**src/rtl/dtcm_arb.sv**
```systemverilog
// ============================================================================
//  Module   : dtcm_arb
//  Purpose  : Two-requester round-robin arbiter in front of the DTCM
//             controller. Requester 0 is the core LSU, requester 1 is the
//             debug/DMA port. Grants are held while a command is stalled, and
//             an ID FIFO routes in-order responses back to their owners.
//  Revision : 1.0 - initial release
// ============================================================================
`default_nettype none

module dtcm_arb #(
  parameter int AW         = 16,
  parameter int DW         = 32,
  parameter int MW         = 4,
  parameter int OUTS_DEPTH = 2
) (
  input  logic          clk,
  input  logic          rst,
  // requester 0 (core LSU)
  input  logic          m0_cmd_valid,
  output logic          m0_cmd_ready,
  input  logic          m0_cmd_read,
  input  logic [AW-1:0] m0_cmd_addr,
  input  logic [DW-1:0] m0_cmd_wdata,
  input  logic [MW-1:0] m0_cmd_wmask,
  output logic          m0_rsp_valid,
  input  logic          m0_rsp_ready,
  output logic [DW-1:0] m0_rsp_rdata,
  // requester 1 (debug/DMA)
  input  logic          m1_cmd_valid,
  output logic          m1_cmd_ready,
  input  logic          m1_cmd_read,
  input  logic [AW-1:0] m1_cmd_addr,
  input  logic [DW-1:0] m1_cmd_wdata,
  input  logic [MW-1:0] m1_cmd_wmask,
  output logic          m1_rsp_valid,
  input  logic          m1_rsp_ready,
  output logic [DW-1:0] m1_rsp_rdata,
  // shared DTCM controller port
  output logic          s_cmd_valid,
  input  logic          s_cmd_ready,
  output logic          s_cmd_read,
  output logic [AW-1:0] s_cmd_addr,
  output logic [DW-1:0] s_cmd_wdata,
  output logic [MW-1:0] s_cmd_wmask,
  input  logic          s_rsp_valid,
  output logic          s_rsp_ready,
  input  logic [DW-1:0] s_rsp_rdata,
  output logic          arb_busy
);

  localparam int            PW       = $clog2(OUTS_DEPTH);
  localparam logic [PW:0]   FULL_CNT = (PW+1)'(OUTS_DEPTH);
  localparam logic [PW:0]   CNT_ONE  = (PW+1)'(1);
  localparam logic [PW-1:0] PTR_ONE  = PW'(1);

  // one owner bit per outstanding command, in issue order
  logic [OUTS_DEPTH-1:0] id_fifo;
  logic [PW-1:0]         wr_ptr;
  logic [PW-1:0]         rd_ptr;
  logic [PW:0]           count;

  logic last_grant;
  logic hold;
  logic hold_id;

  logic grant;
  logic grant_vld;
  logic full;
  logic not_empty;
  logic head;
  logic push;
  logic pop;

  assign full      = (count == FULL_CNT);
  assign not_empty = (count != '0);
  assign head      = id_fifo[rd_ptr];
  assign arb_busy  = not_empty;

  // Grant selection: a stalled command keeps its owner, otherwise round-robin
  always_comb begin
    grant     = 1'b0;
    grant_vld = 1'b0;
    if (hold) begin
      grant     = hold_id;
      grant_vld = hold_id ? m1_cmd_valid : m0_cmd_valid;
    end else if (m0_cmd_valid && m1_cmd_valid) begin
      grant     = ~last_grant;
      grant_vld = 1'b1;
    end else if (m1_cmd_valid) begin
      grant     = 1'b1;
      grant_vld = 1'b1;
    end else if (m0_cmd_valid) begin
      grant     = 1'b0;
      grant_vld = 1'b1;
    end
  end

  // Command mux towards the controller; fields are zero when nobody is granted
  always_comb begin
    s_cmd_valid  = grant_vld & ~full;
    s_cmd_read   = 1'b0;
    s_cmd_addr   = '0;
    s_cmd_wdata  = '0;
    s_cmd_wmask  = '0;
    if (grant_vld) begin
      s_cmd_read  = grant ? m1_cmd_read  : m0_cmd_read;
      s_cmd_addr  = grant ? m1_cmd_addr  : m0_cmd_addr;
      s_cmd_wdata = grant ? m1_cmd_wdata : m0_cmd_wdata;
      s_cmd_wmask = grant ? m1_cmd_wmask : m0_cmd_wmask;
    end
    m0_cmd_ready = grant_vld & ~grant & ~full & s_cmd_ready;
    m1_cmd_ready = grant_vld &  grant & ~full & s_cmd_ready;
  end

  // Response routing to the owner at the FIFO head; stray responses stall
  always_comb begin
    m0_rsp_valid = not_empty & ~head & s_rsp_valid;
    m1_rsp_valid = not_empty &  head & s_rsp_valid;
    s_rsp_ready  = not_empty & (head ? m1_rsp_ready : m0_rsp_ready);
    m0_rsp_rdata = s_rsp_rdata;
    m1_rsp_rdata = s_rsp_rdata;
  end

  assign push = s_cmd_valid & s_cmd_ready;
  assign pop  = s_rsp_valid & s_rsp_ready;

  // ID FIFO: pointers wrap naturally, full blocks push even on a same-cycle pop
  always_ff @(posedge clk) begin
    if (rst) begin
      wr_ptr  <= '0;
      rd_ptr  <= '0;
      count   <= '0;
      id_fifo <= '0;
    end else begin
      if (push) begin
        id_fifo[wr_ptr] <= grant;
        wr_ptr          <= wr_ptr + PTR_ONE;
      end
      if (pop) begin
        rd_ptr <= rd_ptr + PTR_ONE;
      end
      if (push && !pop) begin
        count <= count + CNT_ONE;
      end else if (!push && pop) begin
        count <= count - CNT_ONE;
      end
    end
  end

  // Arbitration state: round-robin pointer and the stall hold latch
  always_ff @(posedge clk) begin
    if (rst) begin
      last_grant <= 1'b1;
      hold       <= 1'b0;
      hold_id    <= 1'b0;
    end else if (push) begin
      last_grant <= grant;
      hold       <= 1'b0;
    end else if (s_cmd_valid) begin
      hold    <= 1'b1;
      hold_id <= grant;
    end
  end

endmodule

`default_nettype wire

```
**config.mk**
```make
export PLATFORM = sky130hd
export DESIGN_NAME = dtcm_arb
export DESIGN_NICKNAME = d
export VERILOG_FILES = /design/src/rtl/dtcm_arb.sv
export SDC_FILE = /design/constraint.sdc
export NUM_CORES = 1
export LEC_CHECK = 0
export CAP_MARGIN = 25
export CORE_AREA = 2 2 105 107
export CTS_CLUSTER_SIZE = 12
export DETAILED_ROUTE_END_ITERATION = 12
export DIE_AREA = 0 0 107 109
export SYNTH_ARGS = -nofsm -noshare
export SYNTH_HDL_FRONTEND = slang
export SYNTH_SLANG_ARGS = --single-unit
```
**constraint.sdc**
```tcl
create_clock -name clk -period 4.8 [get_ports clk]
set_input_delay 0.72 -clock clk [delete_from_list [all_inputs] [get_ports clk]]
set_output_delay 0.72 -clock clk [all_outputs]
set_load 0.01 [all_outputs]
```
After elaboration in Yosys (flattened, before gate mapping)

Cells that the tools add are included.

Flip-flop bits (word level): 9
Input port bits: 146
Output and inout port bits: 124
Logic and storage cells: 68

Add/subtract/negate cells: 4
$lt $le $gt $ge: 3
Eq/ne operators: 1
Muxes and demuxes: 24
Bitwise gates (word level): 19
Reductions and logical operators: 10

Operator list:

| operator              | number |
|---|---|
| $mux W32              | 2 |
| $mux W16              | 2 |
| $and A1 B1 Y1         | 14 |
| $mux W1               | 14 |
| $mux W4               | 2 |
| $not A1 Y1            | 5 |
| $logic_and A1 B1 Y1   | 4 |
| $lt A1 B2 Y1 const B  | 2 |
| $mux W2               | 2 |
| $reduce_bool A2 Y1    | 2 |
| $add A1 B1 Y1 const B | 2 |
| $add A2 B1 Y2 const B | 1 |
| $bwmux W2             | 1 |
| $eq A2 B2 Y1 const B  | 1 |
| $logic_not A1 Y1      | 2 |
| $reduce_and A2 Y1     | 1 |
| $reduce_or A2 Y1      | 1 |
| $sub A2 B1 Y2 const B | 1 |
| $demux W1 S1          | 1 |
| $ge A1 B1 Y1 const B  | 1 |

Longest topological paths before layout

Gate-level depths: netlist (run 1).

Word-level depth: 10
Gate-level depth with buffers: 8
Depth with buffers taken out: 8

Least setup slack after synthesis (run 1)

OpenSTA, ideal clock, no wires.

Path type: input-to-output
Start point: input port m1_cmd_valid
End point: output port s_cmd_addr[0]
Arrival: 1.826 ns
Required time: 4.080 ns
Slack: 2.254 ns
Stages on the path: 6
Path buffers: 2
Path through: nor2b_1 > a22o_2 > clkbuf_1 > clkbuf_1 > nand2_1 > a21oi_1

Longest elaborated chain between the ends: 5
Elaborated cells between the ends (all ways): 10
Those cells by class: mux (9); reduce/logical (1)

RTL lines:

| element                                               | line   | text |
|---|---|---|
| from (decl)                                           | 30     | `input logic m1_cmd_valid,` |
| $mux W1 / $logic_and A1 B1 Y1 (equally long branches) | 90, 87 |  |
| $mux W1                                               | 87     | `end else if (m0_cmd_valid && m1_cmd_valid) begin` |
| $mux W1                                               | 84     | `if (hold) begin` |
| $mux W16                                              | 108    | `s_cmd_addr = grant ? m1_cmd_addr : m0_cmd_addr;` |
| $mux W16 (*)                                          | 106    | `if (grant_vld) begin` |
| to (decl)                                             | 43     | `output logic [AW-1:0] s_cmd_addr,` |

Mark *: on every way between the ends. The rest lies on a longest branch, timed or not.

Worst setup path in the final report (run 1)

Start point: input port m1_cmd_valid
End point: output port s_cmd_addr[3]

The elaborated chain is that of the path after synthesis.

==> results of run 1 <==
==> synth_stat cells (2+ instances only) <==
cell type / count
nand2_1: 108
buf_4: 64
a21oi_1: 58
clkbuf_1: 14
nor2_1: 10
dfxtp_1: 9
buf_2: 4
inv_1: 3
mux2i_1: 3
a311oi_1: 2
and2_2: 2
nor2b_1: 2
o21ai_0: 2
or3_1: 2
xor2_1: 2
==> power breakdown <==
group,total [mW],internal [mW],switching [mW]
Combinational,0.590,0.322,0.268
Sequential,0.114,0.0940,0.0199
Clock,0.0892,0.0580,0.0312
==> metal layers <==
layer	wire, µm	vias to the layer above	track usage, %
met2	3520	132	19.2
li1	-	1093	-
met4	160	0	5.01
met5	0	-	0
met1	3050	962	13.2
met3	598	22	2.15
==> layout make-up <==
| type | instances | area (µm²) |
|---|---|---|
| Tap cell | 140 | 175 |
| Clock buffer | 4 | 45.0 |
| Fill cell | 1139 | 7450 |
| Timing Repair Buffer | 178 | 1770 |
| Multi-Input combinational cell | 203 | 968 |
| Inverter | 3 | 11.3 |
| Sequential cell | 9 | 180 |
==> logic make-up (layout without fill, tap and decap cells) <==
group / Yosys count / in the layout / synth area share (%)
muxes: 3 / 3 / 1.75
DFF: 9 / 9 / 10.5
xor gates and xnor gates: 3 / 3 / 1.54
buffers and inverters: 86 / 185 / 33.2
and+or+nand+nor: 128 / 128 / 29.7
adders and majority gates: 1 / 1 / 0.731
AOI/OAI and AO/OA: 68 / 68 / 22.6
==> per-stage QoR <==
stage | power (mW) | instance area [µm²] | util, % | setup slack, ns | hold slack (ns)
2_1_floorplan | 0.429 | 1710 | - | 2.25 | 0.467
3_3_place_gp | 0.700 | 3100 | 29.3 | 0.916 | 0.487
3_5_place_dp | 0.709 | 3100 | 29.3 | 0.847 | 0.502
4_1_cts | 0.804 | 3150 | 29.7 | 0.819 | 0.511
6_report | 0.793 | 3150 | 29.7 | 0.822 | 0.506
5_1_grt | 0.857 | 3150 | 29.7 | 0.635 | 0.539
==> worst max-delay path by stage <==
stage / start / endpoint / slack, ns / cells past startpoint
CTS: m1_cmd_valid / s_cmd_addr[3] / 0.82 / 7
global route: m1_cmd_valid / s_cmd_wdata[15] / 0.63 / 7
finish: m1_cmd_valid / s_cmd_addr[3] / 0.82 / 7
detailed placement: m1_cmd_valid / s_cmd_wdata[17] / 0.85 / 7
global placement: m1_cmd_valid / s_cmd_addr[14] / 0.92 / 7
floorplan: m1_cmd_valid / s_cmd_addr[0] / 2.25 / 6
==> state kept, by name (all words and copies together) (netlist names) <==
name,cells
hold,1
wr_ptr,1
count,2
hold_id,1
rd_ptr,1
last_grant,1
id_fifo,2
==> critical path: cells and delay by family <==
family,cells,cell delay [ns]
buffers and inverters,3,1.46
AOI/OAI and AO/OA,2,0.71
and+or+nand+nor,2,0.34
==> flow_summary.json, run 1 <==
{
  "outcome": "complete, no violations",
  "drv_slew": 0,
  "clock-skew-final_ns": 0.00522,
  "synth_seq_area_share_pct": 10.5,
  "synth_warnings": 0,
  "critPathKind": "in2out",
  "antenna_found_initial": 0,
  "ant_nets": 0,
  "clockBufferDepth": 2,
  "clk_latency_ns": 0.23,
  "grt_pass1_vias": 2068,
  "routabilityCongestion": 0.696,
  "gr-usage-all-layers_pct": 11.0,
  "cts.htree.levels": 1,
  "hold_end": "count[1]",
  "drt_wl_total_um": 7330,
  "netlist.area_leader.share_pct": 28.1,
  "overflow": 0,
  "postSynthCellCount": 298,
  "die_area_mm2": 0.0117,
  "holdPathStages": 2,
  "dr.pass1.iters": 4,
  "die_y_um": 109,
  "finalCriticalPeriod_ns": 3.98,
  "portBuffers": 173,
  "syn_to_final_growth_pct": 84.0,
  "rsz0062_at_grt": "false",
  "reg2reg_to": "count[1]",
  "pin_count": 270,
  "arrival_ns": 3.26,
  "vias": 2209,
  "rows": 38,
  "path_cells": "clkdlybuf4s50_1 > nor2b_1 > a22o_2 > buf_4 > nand2_1 > a21oi_1 > clkdlybuf4s50_1",
  "slowest_delay_ns": 0.57,
  "tns_ns": 0,
  "synth_area_leaders": "buf_4 28%, nand2_1 24%, a21oi_1 17%, dfxtp_1 11%, clkbuf_1 3.1%",
  "hp-class": "reg2reg",
  "post_cts_resized": 0,
  "hold_viol": 0,
  "synth_fp_nets": 445,
  "clock-sinks": 9,
  "cts_tree": "yes",
  "synth_area_mm2": 0.00171,
  "rrSetupSlack_ns": 2.62,
  "synth_flop_cell": "dfxtp_1",
  "max_slew_margin_pct": 58.7,
  "r2r_cells": 5,
  "final_cell_mix": "173 x clkdlybuf4s50_1, 108 x nand2_1, 58 x a21oi_1",
  "critPathCaptureType": "output port",
  "vias_per_cell": 4.11,
  "r2r_start": "hold_id",
  "synth.avg_cell_area_um2": 5.74,
  "power-per-cell-area_mw_per_mm2": 252,
  "cpMostUsedCell": "clkdlybuf4s50_1",
  "final_common_cell": "clkdlybuf4s50_1",
  "worstHoldStart": "count[1]",
  "drive_gt1_share_pct": 3.78,
  "remaining_drc_errors": 0,
  "yosysUniqueCellTypes": 28,
  "cts_buffers": 3,
  "setup_viol": 0,
  "synth_top_area_cell": "buf_4",
  "ys_seq_elements": 9,
  "maxCapViolations": 0,
  "dp_cells": 533,
  "core-area_mm2": 0.0106,
  "drt_iter0_markers": 122,
  "wl_per_cell_um": 13.6,
  "instances_no_fill": 537,
  "grt_pass1_wl_um": 10200,
  "start_util_pct": 16.1,
  "tightest_slew_ns": 0.619,
  "dpl.hpwl_um": 5780,
  "synth_edf_count": 0,
  "crit_slowest_cell": "clkdlybuf4s50_1",
  "post-route-period-util_pct": 82.9,
  "cts_setup_buffers": 0,
  "ctsHoldBuffers": 0,
  "synthArstFlopShare_pct": 0,
  "clkSlewWorstSetupHoldPaths_ns": 0.04,
  "final_nets": 545,
  "die_w_um": 107,
  "critical_path_required_ns": 4.08,
  "ir_drop_uv": 77.9,
  "grt_max_degree": 34,
  "worstSetupStartpointType": "input port",
  "antennaDiodeCount": 0,
  "max_clock_freq_mhz": 251,
  "cts_root_buf": "clkbuf_8",
  "cp_max_fo": 28,
  "leakage_nw": 1.22
}
(Power assumes the default switching activity.)
==> run 2, diff against run 1 <==
==> constraint.sdc (replaced) <==
create_clock -name clk -period 3.3 [get_ports clk]
set_input_delay 0.495 -clock clk [delete_from_list [all_inputs] [get_ports clk]]
set_output_delay 0.495 -clock clk [all_outputs]
set_load 0.01 [all_outputs]
==> flow_summary.json, run 2 (synthesis gave the netlist of run 1 again) <==
{
  "outcome": "complete, no violations",
  "clock-skew-final_ns": 0.00303,
  "power-per-cell-area_mw_per_mm2": 367,
  "die_w_um": 107,
  "critical_path_required_ns": 2.80,
  "post_cts_resized": 0,
  "dr.pass1.iters": 4,
  "core-area_mm2": 0.0106,
  "clockBufferDepth": 2,
  "portBuffers": 173,
  "worstSetupStartpointType": "input port",
  "multi_input_area_um2": 968,
  "fill_cells": 1131,
  "syn_to_final_growth_pct": 86.2,
  "tightest_slew_ns": 0.420,
  "cts.htree.levels": 1,
  "met2_usage_pct": 19.6,
  "antennaDiodeCount": 0,
  "cts_root_buf": "clkbuf_8",
  "clkSlewWorstSetupHoldPaths_ns": 0.04,
  "antenna_found_initial": 0,
  "hp-class": "reg2reg",
  "setup_viol": 0,
  "grt.busiest_layer": "met2",
  "remaining_drc_errors": 0,
  "ir_drop_uv": 127,
  "ant_nets": 0,
  "final_nets": 547,
  "routabilityCongestion": 0.744,
  "met3_usage_pct": 2.57,
  "leakage_nw": 1.24,
  "final_cell_mix": "172 x clkdlybuf4s50_1, 108 x nand2_1, 58 x a21oi_1",
  "start_util_pct": 16.1,
  "arrival_ns": 2.56,
  "gr-usage-all-layers_pct": 10.7,
  "hold_viol": 0,
  "grt_pass1_vias": 2038,
  "cp_max_fo": 21,
  "cts_tree": "yes",
  "drt_iter0_markers": 150,
  "rsz0062_at_grt": "false",
  "final_common_cell": "clkdlybuf4s50_1",
  "largestRegisters": "count (2), id_fifo (2)",
  "dpl.hpwl_um": 5710,
  "post-route-period-util_pct": 92.6,
  "critPathKind": "in2out",
  "maxCapViolations": 0,
  "die_y_um": 109,
  "clk_latency_ns": 0.23,
  "drive_gt1_share_pct": 4.51,
  "cts_setup_buffers": 0,
  "rows": 38,
  "total_power_mw": 1.17,
  "vias_per_cell": 4.13,
  "max_clock_freq_mhz": 327,
  "grt_max_degree": 36,
  "vias": 2224,
  "drt_wl_total_um": 7110,
  "tns_ns": 0,
  "clock-sinks": 9,
  "drv_slew": 0,
  "finalCriticalPeriod_ns": 3.05,
  "max_slew_margin_pct": 71.9,
  "grt_pass1_wl_um": 9870,
  "cts_buffers": 3,
  "overflow": 0,
  "pin_count": 270,
  "wl_per_cell_um": 13.2,
  "critPathCaptureType": "output port",
  "die_area_mm2": 0.0117,
  "ff_latch_area_um2": 180,
  "met1_usage_pct": 12.2,
  "ctsHoldBuffers": 0
}
[run 2: changes by cell type in the layout (fill, tap and decap cells not counted)]
cell | before | now
clkdlybuf4s50_1 | 173 | 172
buf_12 | 0 | 2
buf_4 | 5 | 6
[run 2: metrics by stage]
step,instance area [µm²],utilization (%),setup WS [ns],cells,hold WS [ns]
6_report,3190,30.1,0.245,539,0.509
5_1_grt,3190,30.1,0.0881,539,0.545
4_1_cts,3190,30.1,0.206,539,0.514
3_5_place_dp,3140,29.6,0.210,535,0.504
3_3_place_gp,3140,29.6,0.216,535,0.479
2_1_floorplan,1710,-,1.20,298,0.467
[run 2: layer usage]
layer	part of all wire (%)	vias to the layer above
met3	10	20
met4	1.8	0
met5	0	-
met1	40	965
li1	-	1100
met2	48	139
[run 2: final timing paths]
path	endpoint	slack (ns)	from	depth (start not counted)
hold reg to reg	rd_ptr	0.51	rd_ptr	2
setup / recovery	s_cmd_addr[14]	0.25	m1_cmd_valid	6
setup reg to reg	count[1]	1.13	rd_ptr	6
hold / removal	rd_ptr	0.51	rd_ptr	2
[run 2: worst max-delay path, stage by stage]
cell	delay [ns]
clkdlybuf4s50_1	0.43
mux2i_1	0.29
a21o_2	0.41
buf_4	0.33
a21oi_1	0.10
clkdlybuf4s50_1	0.49
[run 2: cell type report]
class	count	area share (%)
Clock buffer	4	1.41
Sequential cell	9	5.65
Inverter	3	0.353
Multi-Input combinational cell	203	30.4
Tap cell	140	5.50
Timing Repair Buffer	180	56.7
[run 2: power by group]
group	switching [mW]	total [mW]	internal [mW]	leakage, nW
logic	0.392	0.876	0.484	1.15
registers	0.0286	0.165	0.137	0.0740
clock network	0.0429	0.127	0.0841	0.0228
==> run 3, diff against run 2 <==
--- a/config.mk
+++ b/config.mk
@@ -5,7 +5,7 @@
 export SDC_FILE = /design/constraint.sdc
 export NUM_CORES = 1
 export LEC_CHECK = 0
-export CAP_MARGIN = 25
+export CAP_MARGIN = 20
 export CORE_AREA = 2 2 105 107
 export CTS_CLUSTER_SIZE = 12
 export DETAILED_ROUTE_END_ITERATION = 12
==> results of run 3 <==
Same layout as run 2: the final DEF is identical, and so are final timing and power.
